File: src/rtl/sync_pkg.sv
// Shared definitions for the synchronizer edge-event path: edge-select encodings,
// glitch-filter state encoding and the event-counter width.
package sync_pkg;

    localparam int EDGE_RISE = 0;
    localparam int EDGE_FALL = 1;
    localparam int EDGE_BOTH = 2;

    localparam int EVT_CNT_W = 16;

    typedef enum logic {
        ST_STABLE = 1'b0,
        ST_QUAL   = 1'b1
    } filt_state_e;

endpackage

File: src/rtl/sync_glitch_filter.sv
// Glitch filter for a synchronized level: a new level is accepted only after FILT_LEN
// consecutive differing samples; emits single-cycle rise/fall pulses on the toggle edge.
module sync_glitch_filter
    import sync_pkg::*;
#(
    parameter int FILT_LEN = 4
) (
    input  logic clk_dst,
    input  logic rst_dst,
    input  logic q_sync,
    output logic level,
    output logic rise,
    output logic fall
);

    localparam logic [7:0] LEN = 8'(FILT_LEN);

    filt_state_e state;
    filt_state_e state_nxt;
    logic [7:0]  cnt;
    logic [7:0]  cnt_nxt;
    logic [7:0]  cnt_inc;
    logic        diff;
    logic        toggle;

    // A differing sample that would bring the count to FILT_LEN toggles at once, so
    // FILT_LEN = 1 never lingers in QUAL.
    always_comb begin
        state_nxt = state;
        cnt_nxt   = cnt;
        toggle    = 1'b0;
        diff      = (q_sync != level);
        cnt_inc   = (state == ST_QUAL) ? cnt + 8'd1 : 8'd1;
        if (diff) begin
            if (cnt_inc == LEN) begin
                toggle    = 1'b1;
                state_nxt = ST_STABLE;
                cnt_nxt   = 8'd0;
            end else begin
                state_nxt = ST_QUAL;
                cnt_nxt   = cnt_inc;
            end
        end else begin
            state_nxt = ST_STABLE;
            cnt_nxt   = 8'd0;
        end
    end

    always_ff @(posedge clk_dst or posedge rst_dst) begin
        if (rst_dst) begin
            state <= ST_STABLE;
            cnt   <= 8'd0;
            level <= 1'b0;
        end else begin
            state <= state_nxt;
            cnt   <= cnt_nxt;
            if (toggle) begin
                level <= ~level;
            end
        end
    end

    assign rise = toggle & ~level;
    assign fall = toggle &  level;

endmodule

File: src/rtl/sync_edge_event.sv
// Edge-event queue behind the synchronizer: filtered edges become a counted backlog
// drained by valid/ready. Optional event counter enabled by SYNC_EDGE_EVT_CNT_EN.
module sync_edge_event
    import sync_pkg::*;
#(
    parameter int FILT_LEN = 4,
    parameter int PEND_W   = 3,
    parameter int EDGE_SEL = EDGE_BOTH
) (
    input  logic              clk_dst,
    input  logic              rst_dst,
    input  logic              q_sync,
    output logic              level_o,
    output logic              evt_valid,
    input  logic              evt_ready,
    output logic [PEND_W-1:0] pend_o,
    output logic              ovf_o,
    input  logic              clr_ovf
`ifdef SYNC_EDGE_EVT_CNT_EN
    ,
    output logic [EVT_CNT_W-1:0] evt_count
`endif
);

    localparam logic [PEND_W-1:0] PEND_MAX = '1;
    localparam logic [PEND_W-1:0] PEND_ONE = 1;

    logic rise;
    logic fall;
    logic push;
    logic pop;
    logic full;

    sync_glitch_filter #(
        .FILT_LEN(FILT_LEN)
    ) u_filter (
        .clk_dst(clk_dst),
        .rst_dst(rst_dst),
        .q_sync (q_sync),
        .level  (level_o),
        .rise   (rise),
        .fall   (fall)
    );

    always_comb begin
        push = 1'b0;
        case (EDGE_SEL)
            EDGE_RISE: push = rise;
            EDGE_FALL: push = fall;
            default:   push = rise | fall;
        endcase
    end

    assign evt_valid = (pend_o != '0);
    assign pop       = evt_valid & evt_ready;
    assign full      = (pend_o == PEND_MAX);

    // Simultaneous push and pop cancel, which also lets a full backlog accept an edge.
    always_ff @(posedge clk_dst or posedge rst_dst) begin
        if (rst_dst) begin
            pend_o <= '0;
        end else if (push && !pop && !full) begin
            pend_o <= pend_o + PEND_ONE;
        end else if (pop && !push) begin
            pend_o <= pend_o - PEND_ONE;
        end
    end

    always_ff @(posedge clk_dst or posedge rst_dst) begin
        if (rst_dst) begin
            ovf_o <= 1'b0;
        end else if (push && full && !pop) begin
            ovf_o <= 1'b1;
        end else if (clr_ovf) begin
            ovf_o <= 1'b0;
        end
    end

`ifdef SYNC_EDGE_EVT_CNT_EN
    logic accept;

    assign accept = push & (~full | pop);

    always_ff @(posedge clk_dst or posedge rst_dst) begin
        if (rst_dst) begin
            evt_count <= '0;
        end else if (accept) begin
            evt_count <= evt_count + 16'd1;
        end
    end
`endif

endmodule
File: config.mk
export PLATFORM = sky130hd
export DESIGN_NAME = sync_edge_event
export DESIGN_NICKNAME = d
export VERILOG_FILES = /design/src/rtl/sync_pkg.sv /design/src/rtl/sync_glitch_filter.sv /design/src/rtl/sync_edge_event.sv
export SDC_FILE = /design/constraint.sdc
export NUM_CORES = 1
export LEC_CHECK = 0
export ABC_CLOCK_PERIOD_IN_PS = 3200
export BUFFER_PORTS_ARGS = -buffer_cell sky130_fd_sc_hd__buf_2
export CAP_MARGIN = 20
export CORE_MARGIN = 4
export CORE_UTILIZATION = 45
export DETAILED_ROUTE_END_ITERATION = 7
export PLACE_DENSITY = 0.65
export REMOVE_ABC_BUFFERS = 1
export SETUP_SLACK_MARGIN = 0.05
export SYNTH_ARGS = -nofsm -noshare
export SYNTH_HDL_FRONTEND = slang
export SYNTH_SLANG_ARGS = --single-unit
File: constraint.sdc
create_clock -name clk_dst -period 3.2 [get_ports clk_dst]
set_input_delay 0.8 -clock clk_dst [delete_from_list [all_inputs] [get_ports clk_dst]]
set_output_delay 0.8 -clock clk_dst [all_outputs]
set_load 0.03 [all_outputs]
Yosys cells after proc, flatten, opt, wreduce, memory -nomap -nowiden. Cells that the tools add are included.

Add/sub/neg operators: 3. Bitwise operators: 5. Mux-type cells: 11. Reductions and logical operators: 11. Eq/ne operators: 3.

Operator list (number): two-way mux 8 bit (3); adder 8 x 1 -> 8 bit, second input constant (1); == test 8 x 3 -> 1 bit, second input constant (1); two-way mux 1 bit (6); two-way mux 3 bit (2); logical AND 1 bit (5); nonzero test 2 bit (2); adder 3 x 1 -> 3 bit, second input constant (1); AND 1 bit (3); == test 3 bit, second input constant (1); logical NOT 1 bit (3); nonzero test 3 bit (1); subtractor 3 x 1 -> 3 bit, second input constant (1); inequality test 1 bit (1); inverter 1 bit (1); bitwise OR 1 bit (1).

Input port bits: 5. Bits in registers: 14. Output and inout port bits: 6.

Longest topological paths before layout. Gate-level depths: netlist of run 1.

Depth after elaboration: 11. Mapped depth: 9.

Hierarchy. A second synthesis of run 1 with hierarchy kept.

Cells, all modules: 96. Area, all modules: 928.4 sq um.

Modules (own cells, without submodules): sync_glitch_filter (instances 1, seq. area each 250.2 sq um, area an instance 514.2 sq um, cells an instance 48); sync_edge_event (instances 1, seq. area each 100.1 sq um, area an instance 414.1 sq um, cells an instance 48).

Worst setup path before layout of run 1. OpenSTA, ideal clock, no wires.

Path kind: register to register. Start point: register u_filter.cnt[0]. End point: register pend_o[1]. Setup time: 90 ps. Data arrival time: 2231 ps. Stages on the path, launching flop included: 10. Slack: 879 ps. Cells stage by stage: dfrtp_1 > ha_1 > xnor2_1 > nor4_4 > and3_4 > o211ai_1 > fa_1 > nand2_1 > a21o_1 > o2111ai_1.

Cells in the longest elaborated chain, start to end: 10. Elaborated cells between the ends (all ways): 14. Those cells by class: 1 x add/sub; 1 x eq/ne; 4 x mux; 3 x bitwise; 5 x reduce/logical.

Ends and longest elaborated chain: start, declared (line sync_glitch_filter.sv:20) `logic [7:0] cnt;`; start signal, assigned (line sync_glitch_filter.sv:56) `cnt <= cnt_nxt;`; adder 8 x 1 -> 8 bit (*) (line sync_glitch_filter.sv:33) `cnt_inc = (state == ST_QUAL) ? cnt + 8'd1 : 8'd1;`; two-way mux 8 bit (*) (line sync_glitch_filter.sv:33); == test 8 x 3 -> 1 bit (*) (line sync_glitch_filter.sv:35) `if (cnt_inc == LEN) begin`; two-way mux 1 bit (*) (line sync_glitch_filter.sv:35); two-way mux 1 bit (*) (line sync_glitch_filter.sv:34) `if (diff) begin`; AND 1 bit (on tied branches) (line sync_glitch_filter.sv:63, sync_glitch_filter.sv:64); bitwise OR 1 bit (*) (line sync_edge_event.sv:50) `default: push = rise | fall;`; logical AND 1 bit / logical NOT 1 bit (equally long branches) (line sync_edge_event.sv:62, sync_edge_event.sv:64); logical AND 1 bit (on tied branches) (line sync_edge_event.sv:62, sync_edge_event.sv:64); two-way mux 3 bit / nonzero test 2 bit (equally long branches); end signal, assigned (line sync_edge_event.sv:63) `pend_o <= pend_o + PEND_ONE;`; end signal, assigned (line sync_edge_event.sv:65) `pend_o <= pend_o - PEND_ONE;`; end, declared (line sync_edge_event.sv:16) `output logic [PEND_W-1:0] pend_o,`.

Mark *: on every way between the ends. The rest lies on a longest branch, timed or not. A chain may end at the register's enable or synchronous reset.

Final worst setup path of run 1. Same ends and word-level chain as after synthesis.

==> results by group, run 1 <==
Floorplanning
  – I/O pins: 11
  – Die Y-Extent: 53.8 um
  – Core Area: 1980 sq um
  – Die area: 2890 sq um
  – Site row count: 16
  – Initial Util: 47.6%
  – Die X: 53.8 um

Placed design
  – Routability cong.: 0.880
  – Post-DP HPWL: 1.43 mm
  – Area after DPL: 992 sq um
  – Pre-CTS setup slack: 0.608 ns
  – IO buf count: 10
  – Placed Cells: 133

Cells and area
  – Most common cell after layout, fill and taps aside: dfrtp_1
  – Post-route cell area: 1010 sq um
  – Share of post-route cells with drive strength above 1: 19.3%
  – Syn-to-layout area delta: 7.56%
  – Fin cells: 136
  – Final #Nets: 118
  – Most frequent cells in the layout: dfrtp_1 (14), buf_2 (10), nand2_1 (8), nor2_1 (8), a21oi_1 (7)
  – # diodes: 0

Synthesis
  – Cell taking the most area after synthesis: dfrtp_1
  – Mapped Cells: 100
  – Synth Register Bits: 14
  – Mean Syn Cell Area: 9.43 sq um
  – Seq/Total Area, Yosys: 37.1%
  – EDFF count, synth: 0
  – Distinct cells, synth: 37
  – Prevailing post-synth register cell: dfrtp_1
  – Asr flop ratio synth: 100%
  – Yosys top cell area share: 37.1%
  – Cell area after synthesis: 943 sq um
  – Synth Warn #: 0
  – Synth area leaders: dfrtp_1 (37%), xnor2_1 (4.6%), a21oi_1 (3.7%)

Detailed routing
  – Router iterations before antenna repair: 4
  – Routed Antenna Nets: 0
  – Vias per cell: 5.69
  – Total wire length: 1.86 mm
  – Routed len/inst: 13.7 um
  – DR vias: 774
  – Starting DRT DRC Count: 8
  – Drt drc: 0

Clock tree
  – Hold-fix buffers at CTS: 0
  – Cts bufs inserted: 3
  – H-tree Lvls: 1
  – Clk Tree Root Cell: clkbuf_4
  – Max Root-Sink Buffers: 2
  – Clk slew on worst S/H paths: 0.08 ns
  – CTS Sinks: 14
  – Worst-Skew Late Latency: 0.27 ns
  – Postcts setup bufs: 0
  – CTS tree: yes
  – Post_cts resized: 0

Timing
  – Min Tclk post-route: 2.50 ns
  – Hold Fails Final Rpt: 0
  – Fmax: 0.400 GHz
  – Setup violators final: 0
  – Final period util: 78.1%
  – Clk_skew: 0.000690 ns
  – Worst-margin pin slew: 0.548 ns
  – PnR worst setup slack: 0.702 ns
  – Fin. max-slew vios: 0
  – RSZ-0062 raised after global routing: no
  – Max_slew headroom: 63.4%
  – Final TNS setup: 0 ns

Power and ir drop
  – Pwr dens: 695 nW/um^2
  – VDD IR-drop max: 0.367 mV
  – Combinational Power Share: 43.3%
  – Clock network power share: 13.6%
  – Sw frac: 46.5%
  – Psw: 0.328 mW
  – Overall power: 0.705 mW
  – LEAKAGE: 0.400 nW
  – P_int: 0.377 mW
  – Sequential power share: 43.1%

Critical path
  – WP data required: 3.39 ns
  – Crit-path cells: ha_1, xnor2_1, nor4_4, and3_4, o211ai_1, fa_1, nand2_1, a21o_1, o2111ai_1
  – Kind of critical path: reg -> reg
  – CP arrival: 2.69 ns
  – Slowest stage cell, crit path: fa_1
  – Crit start category: flop
  – Maximum fanout along the worst path: 6
  – Worst stage delay on the critical path: 0.56 ns
  – Setup crit end kind: flop

Global routing
  – Vias in the first global route: 777
  – Initial antenna violation count: 0
  – Largest net degree at the start of global routing: 15
  – GRT Total Usage: 15.7%
  – Remaining Overflow, GRT: 0
  – First-pass GRT wire length: 3.36 mm

Run status
  – Status: finished, final reports clean

Flow run
  – Max-Cap Viols: 0

Worst hold path
  – Hold WC Path Type: reg -> reg
cells by family after synthesis:
kind of cell | after synthesis | synth area share [%]
adder cells (fa/ha/maj) | 2 | 3.45
AND/OR/NAND/NOR | 35 | 21.0
AO/OA/AOI/OAI | 30 | 23.1
buffers and inverters | 9 | 5.70
flip-flops | 14 | 37.1
XOR/XNOR | 8 | 7.43
multiplexers | 2 | 2.25
state kept, by name, summed over array words and instances (netlist names):
name and cells:
ovf_o 1, pend_o 3, u_filter.cnt 8, u_filter.level 1, u_filter.state 1
synth_stat cells, types with 2 or more instances:
cell type,count
xnor2_1,5
nand4_1,2
a21oi_1,7
nand3_1,5
buf_2,3
nand2_1,8
o211ai_1,2
and3_2,2
or3_1,3
o22ai_1,2
xor2_1,3
and3_1,2
nor2_1,8
a31oi_1,2
a311oi_1,2
dfrtp_1,14
inv_1,5
o21ai_0,6
critical path: cells and delay by family, from the launching register on:
kind / cells / cell delay [ns]
xor gates and xnor gates: 1 / 0.19
adders and majority gates: 2 / 0.83
AOI/OAI and AO/OA: 3 / 0.36
and+or+nand+nor: 3 / 0.59
DFF: 1 / 0.45
per-layer routing:
layer  wire [um]  vias to the layer above  GRT usage (%)
met2         913                        9           26.4
met1         881                      375           19.9
met4          25                        0           6.38
li1            -                      388              -
met5           0                        -              0
met3          40                        2           2.49
path summary, 6_finish.rpt:
check                                 from               to  slack [ns]  depth (start not counted)
max in group asynchronous          rst_dst   u_filter.state        2.28                          2
min reg2reg                          ovf_o            ovf_o        0.53                          2
max                        u_filter.cnt[0]        pend_o[1]        0.70                          9
min                                  ovf_o            ovf_o        0.53                          2
max reg2reg                u_filter.cnt[0]        pend_o[1]        0.70                          9
min in group asynchronous          rst_dst  u_filter.cnt[7]        0.56                          2
per-stage QoR:
step | util (%) | hold WS [ns]
2_1_floorplan | - | 0.519
3_3_place_gp | 50.1 | 0.513
3_5_place_dp | 50.1 | 0.521
4_1_cts | 51.2 | 0.533
5_1_grt | 51.2 | 0.572
6_report | 51.2 | 0.530
final cells by class:
| cell class | instances | area (sq um) |
|---|---|---|
| Clock buffer | 3 | 22.5 |
| Timing Repair Buffer | 10 | 50.0 |
| Tap cell | 27 | 33.8 |
| Multi-Input combinational cell | 77 | 539 |
| Fill cell | 189 | 967 |
| Sequential cell | 14 | 350 |
| Inverter | 5 | 18.8 |
power by group through the flow:
stage / clock network, mW / logic, mW / registers [mW]
after floorplan: 0 / 0.192 / 0.338
after global placement: 0 / 0.302 / 0.308
after detailed placement: 0 / 0.309 / 0.309
after CTS: 0.0981 / 0.309 / 0.305
after global routing: 0.107 / 0.338 / 0.316
final: 0.0957 / 0.306 / 0.304
Power figures use the tool's default switching activity.
==> inputs of run 2 (changes only) <==
--- a/config.mk
+++ b/config.mk
@@ -5,13 +5,14 @@
 export SDC_FILE = /design/constraint.sdc
 export NUM_CORES = 1
 export LEC_CHECK = 0
-export ABC_CLOCK_PERIOD_IN_PS = 3200
+export ABC_AREA = 1
+export ABC_CLOCK_PERIOD_IN_PS = 2200
 export BUFFER_PORTS_ARGS = -buffer_cell sky130_fd_sc_hd__buf_2
 export CAP_MARGIN = 20
 export CORE_MARGIN = 4
 export CORE_UTILIZATION = 45
 export DETAILED_ROUTE_END_ITERATION = 7
-export PLACE_DENSITY = 0.65
+export PLACE_DENSITY = 0.68
 export REMOVE_ABC_BUFFERS = 1
 export SETUP_SLACK_MARGIN = 0.05
 export SYNTH_ARGS = -nofsm -noshare
==> constraint.sdc (replaced) <==
create_clock -name clk_dst -period 2.2 [get_ports clk_dst]
set_input_delay 0.55 -clock clk_dst [delete_from_list [all_inputs] [get_ports clk_dst]]
set_output_delay 0.55 -clock clk_dst [all_outputs]
set_load 0.03 [all_outputs]
==> run 2 against run 1 <==
Compared with the run above: utilization is 8.7 points higher; via count down 9.9%; final area grew 3.0%; wire length fell by 20%; power is 56% higher; non-clock buffer count rose by 7; count of clock-buffer cells in the layout increased by 1; cell count rose by 8.8%; critical path type unchanged; critical endpoint unchanged; largest power group unchanged.
==> results by group, run 2 <==
Cells and area
  – Largest register FFs: 8
  – # diodes: 0
  – Final #Nets: 131
  – Biggest regs: u_filter.cnt x8, pend_o x3
  – Most common cell after layout, fill and taps aside: nand2_1
  – Top reg by flops: u_filter.cnt
  – Finished Core Util: 59.9%
  – Most frequent cells in the layout: nand2_1 (15), inv_1 (14), dfrtp_1 (13)
  – Share of post-route cells with drive strength above 1: 39.0%
  – Syn-to-layout area delta: 25.2%

Floorplanning
  – Initial Util: 47.8%
  – I/O pins: 11
  – Die area: 2610 sq um
  – Core Area: 1750 sq um
  – Site row count: 15
  – Die Y-Extent: 51.1 um
  – Die X: 51.1 um

Critical path
  – Buf+Inv Stages, Crit Path: 0
  – WP data required: 2.40 ns
  – Cell mode on critical path: nand2_1
  – Maximum fanout along the worst path: 4
  – Largest delay contributor family on the critical path: simple AND/OR/NAND/NOR gates
  – Crit-path cells: ha_4, nand2_4, nand3_2, nor2_1, nand2_1, nor2_2, nand2_2, nor2_8, nand4_4, fa_2, nand2_1, o21ai_1
  – Setup crit end kind: flop
  – Worst stage delay on the critical path: 0.53 ns
  – Slowest stage cell, crit path: fa_2
  – Kind of critical path: reg -> reg
  – Crit start category: flop
  – CP arrival: 2.27 ns

Global routing
  – Grt peak-use layer: met2
  – First-pass GRT wire length: 2.46 mm
  – GR Util met3: 1.75%
  – GR met2 Demand/Resource: 23.2%
  – Met1 usage: 13.9%
  – Remaining Overflow, GRT: 0
  – Largest net degree at the start of global routing: 15
  – Initial antenna violation count: 0
  – Vias in the first global route: 626
  – GRT Total Usage: 12.8%

Power and ir drop
  – Sw frac: 43.9%
  – Combinational Power Share: 47.7%
  – LEAKAGE: 0.528 nW
  – VDD IR-drop max: 0.671 mV
  – Sequential power share: 36.0%
  – Overall power: 1.10 mW
  – Pwr dens: 1050 nW/um^2
  – Clock network power share: 16.3%
  – P_int: 0.617 mW
  – Psw: 0.482 mW

Placed design
  – Pre-CTS setup slack: 0.0433 ns
  – Post-DP HPWL: 1.15 mm
  – Routability cong.: 0.712
  – IO buf count: 10

Detailed routing
  – Routed len/inst: 10.0 um
  – Drt drc: 0
  – Router iterations before antenna repair: 2
  – Routed Antenna Nets: 0
  – Starting DRT DRC Count: 12
  – DR vias: 697
  – Total wire length: 1.48 mm
  – Vias per cell: 4.71

Synthesis
  – Prevailing post-synth register cell: dfrtp_1
  – EDFF count, synth: 0
  – Seq/Total Area, Yosys: 42.0%
  – Distinct cells, synth: 20
  – Synth Warn #: 0
  – Most instantiated library cell after synthesis: inv_1
  – Cell area after synthesis: 835 sq um
  – Mean Syn Cell Area: 8.18 sq um
  – Synth area leaders: dfrtp_1 (42%), inv_1 (8.1%), nand2_1 (7.6%)
  – Yosys top cell area share: 42.0%
  – Cell taking the most area after synthesis: dfrtp_1
  – Asr flop ratio synth: 100%
  – Leading cell types by count after synthesis: inv_1 (18), nand2_1 (17), dfrtp_1 (14), nand3_1 (11), nor2_1 (11)
  – Synth Register Bits: 14
  – Mapped Cells: 102

Clock tree
  – CTS tree: yes
  – CTS Sinks: 14
  – Clk slew on worst S/H paths: 0.08 ns
  – Cts bufs inserted: 3
  – H-tree Lvls: 1
  – Max Root-Sink Buffers: 2
  – Worst-Skew Late Latency: 0.27 ns
  – Clk Tree Root Cell: clkbuf_4
  – Hold-fix buffers at CTS: 0

Timing
  – WHS: 0.290 ns
  – Final period util: 93.9%
  – Max_slew headroom: 66.1%
  – Final TNS setup: 0 ns
  – Min Tclk post-route: 2.06 ns
  – Setup violators final: 0
  – PnR worst setup slack: 0.135 ns
  – Fin. max-slew vios: 0
  – Fmax: 0.484 GHz
  – RSZ-0062 raised after global routing: yes
  – Worst-margin pin slew: 0.508 ns
  – Clk_skew: 0.000352 ns
  – Hold Fails Final Rpt: 0

Run status
  – Status: finished, final reports clean

Worst hold path
  – Hold WC Path Type: in -> async

Flow run
  – Max-Cap Viols: 0
run 2: per-layer routing:
metal	up-vias	share of wire (%)
li1	358	-
met1	326	42
met2	9	53
met3	4	3.2
met4	0	2.1
met5	-	0
run 2: cell families (layout without fill, tap and decap cells):
family / count (synthesis) / in the layout / share of synthesized area (%)
flops: 14 / 14 / 42.0
buf+inv: 19 / 40 / 8.54
simple gates: 60 / 60 / 39.6
compound gates: 5 / 5 / 3.00
fa+ha+maj: 2 / 2 / 3.90
xor+xnor: 2 / 2 / 3.00
run 2: metrics by stage:
step	cell area (sq um)	instances
after global placement	946	141
after CTS	985	145
after detailed placement	946	141
after floorplan	835	102
final	1040	148
after global routing	1040	148
run 2: path summary, 6_finish.rpt:
| path | start | endpoint | slack, ns | depth (start not counted) |
|---|---|---|---|---|
| worst min register to register | pend_o[2] | pend_o[2] | 0.51 | 2 |
| min in group clk_dst | clr_ovf | ovf_o | 0.45 | 2 |
| worst max-delay path | u_filter.cnt[1] | pend_o[1] | 0.14 | 12 |
| worst min-delay path | rst_dst | ovf_o | 0.29 | 2 |
| max in group asynchronous | rst_dst | u_filter.cnt[2] | 1.54 | 2 |
| worst max register to register | u_filter.cnt[1] | pend_o[1] | 0.14 | 12 |
run 2: layout make-up:
cell class                      instances  area [sq um]
Multi-Input combinational cell         69           448
Timing Repair Buffer                   17           106
Inverter                               19          71.3
Fill cell                             167           701
Clock buffer                            4          36.3
Sequential cell                        14           352
Tap cell                               25          31.3
run 2: worst register-to-register path, cell delays in order (launching register included):
cell and delay, ns:
dfrtp_1 0.44, ha_4 0.21, nand2_4 0.06, nand3_2 0.09
nor2_1 0.12, nand2_1 0.07, nor2_2 0.09, nand2_2 0.09
nor2_8 0.11, nand4_4 0.08, fa_2 0.54, nand2_1 0.05
o21ai_1 0.07
run 2: power by group through the flow:
stage | clock network, mW | logic (mW) | registers [mW]
floorplan | 0 | 0.275 | 0.452
global placement | 0 | 0.463 | 0.386
detailed placement | 0 | 0.466 | 0.388
CTS | 0.186 | 0.475 | 0.385
global route | 0.199 | 0.591 | 0.407
finish | 0.179 | 0.524 | 0.396
run 2: timing repair:
item / CTS / global route
setup endpoints to repair: 1 / 2
gates resized for setup: 1 / 13
setup buffers: 0 / 3
pin swaps: 0 / 3
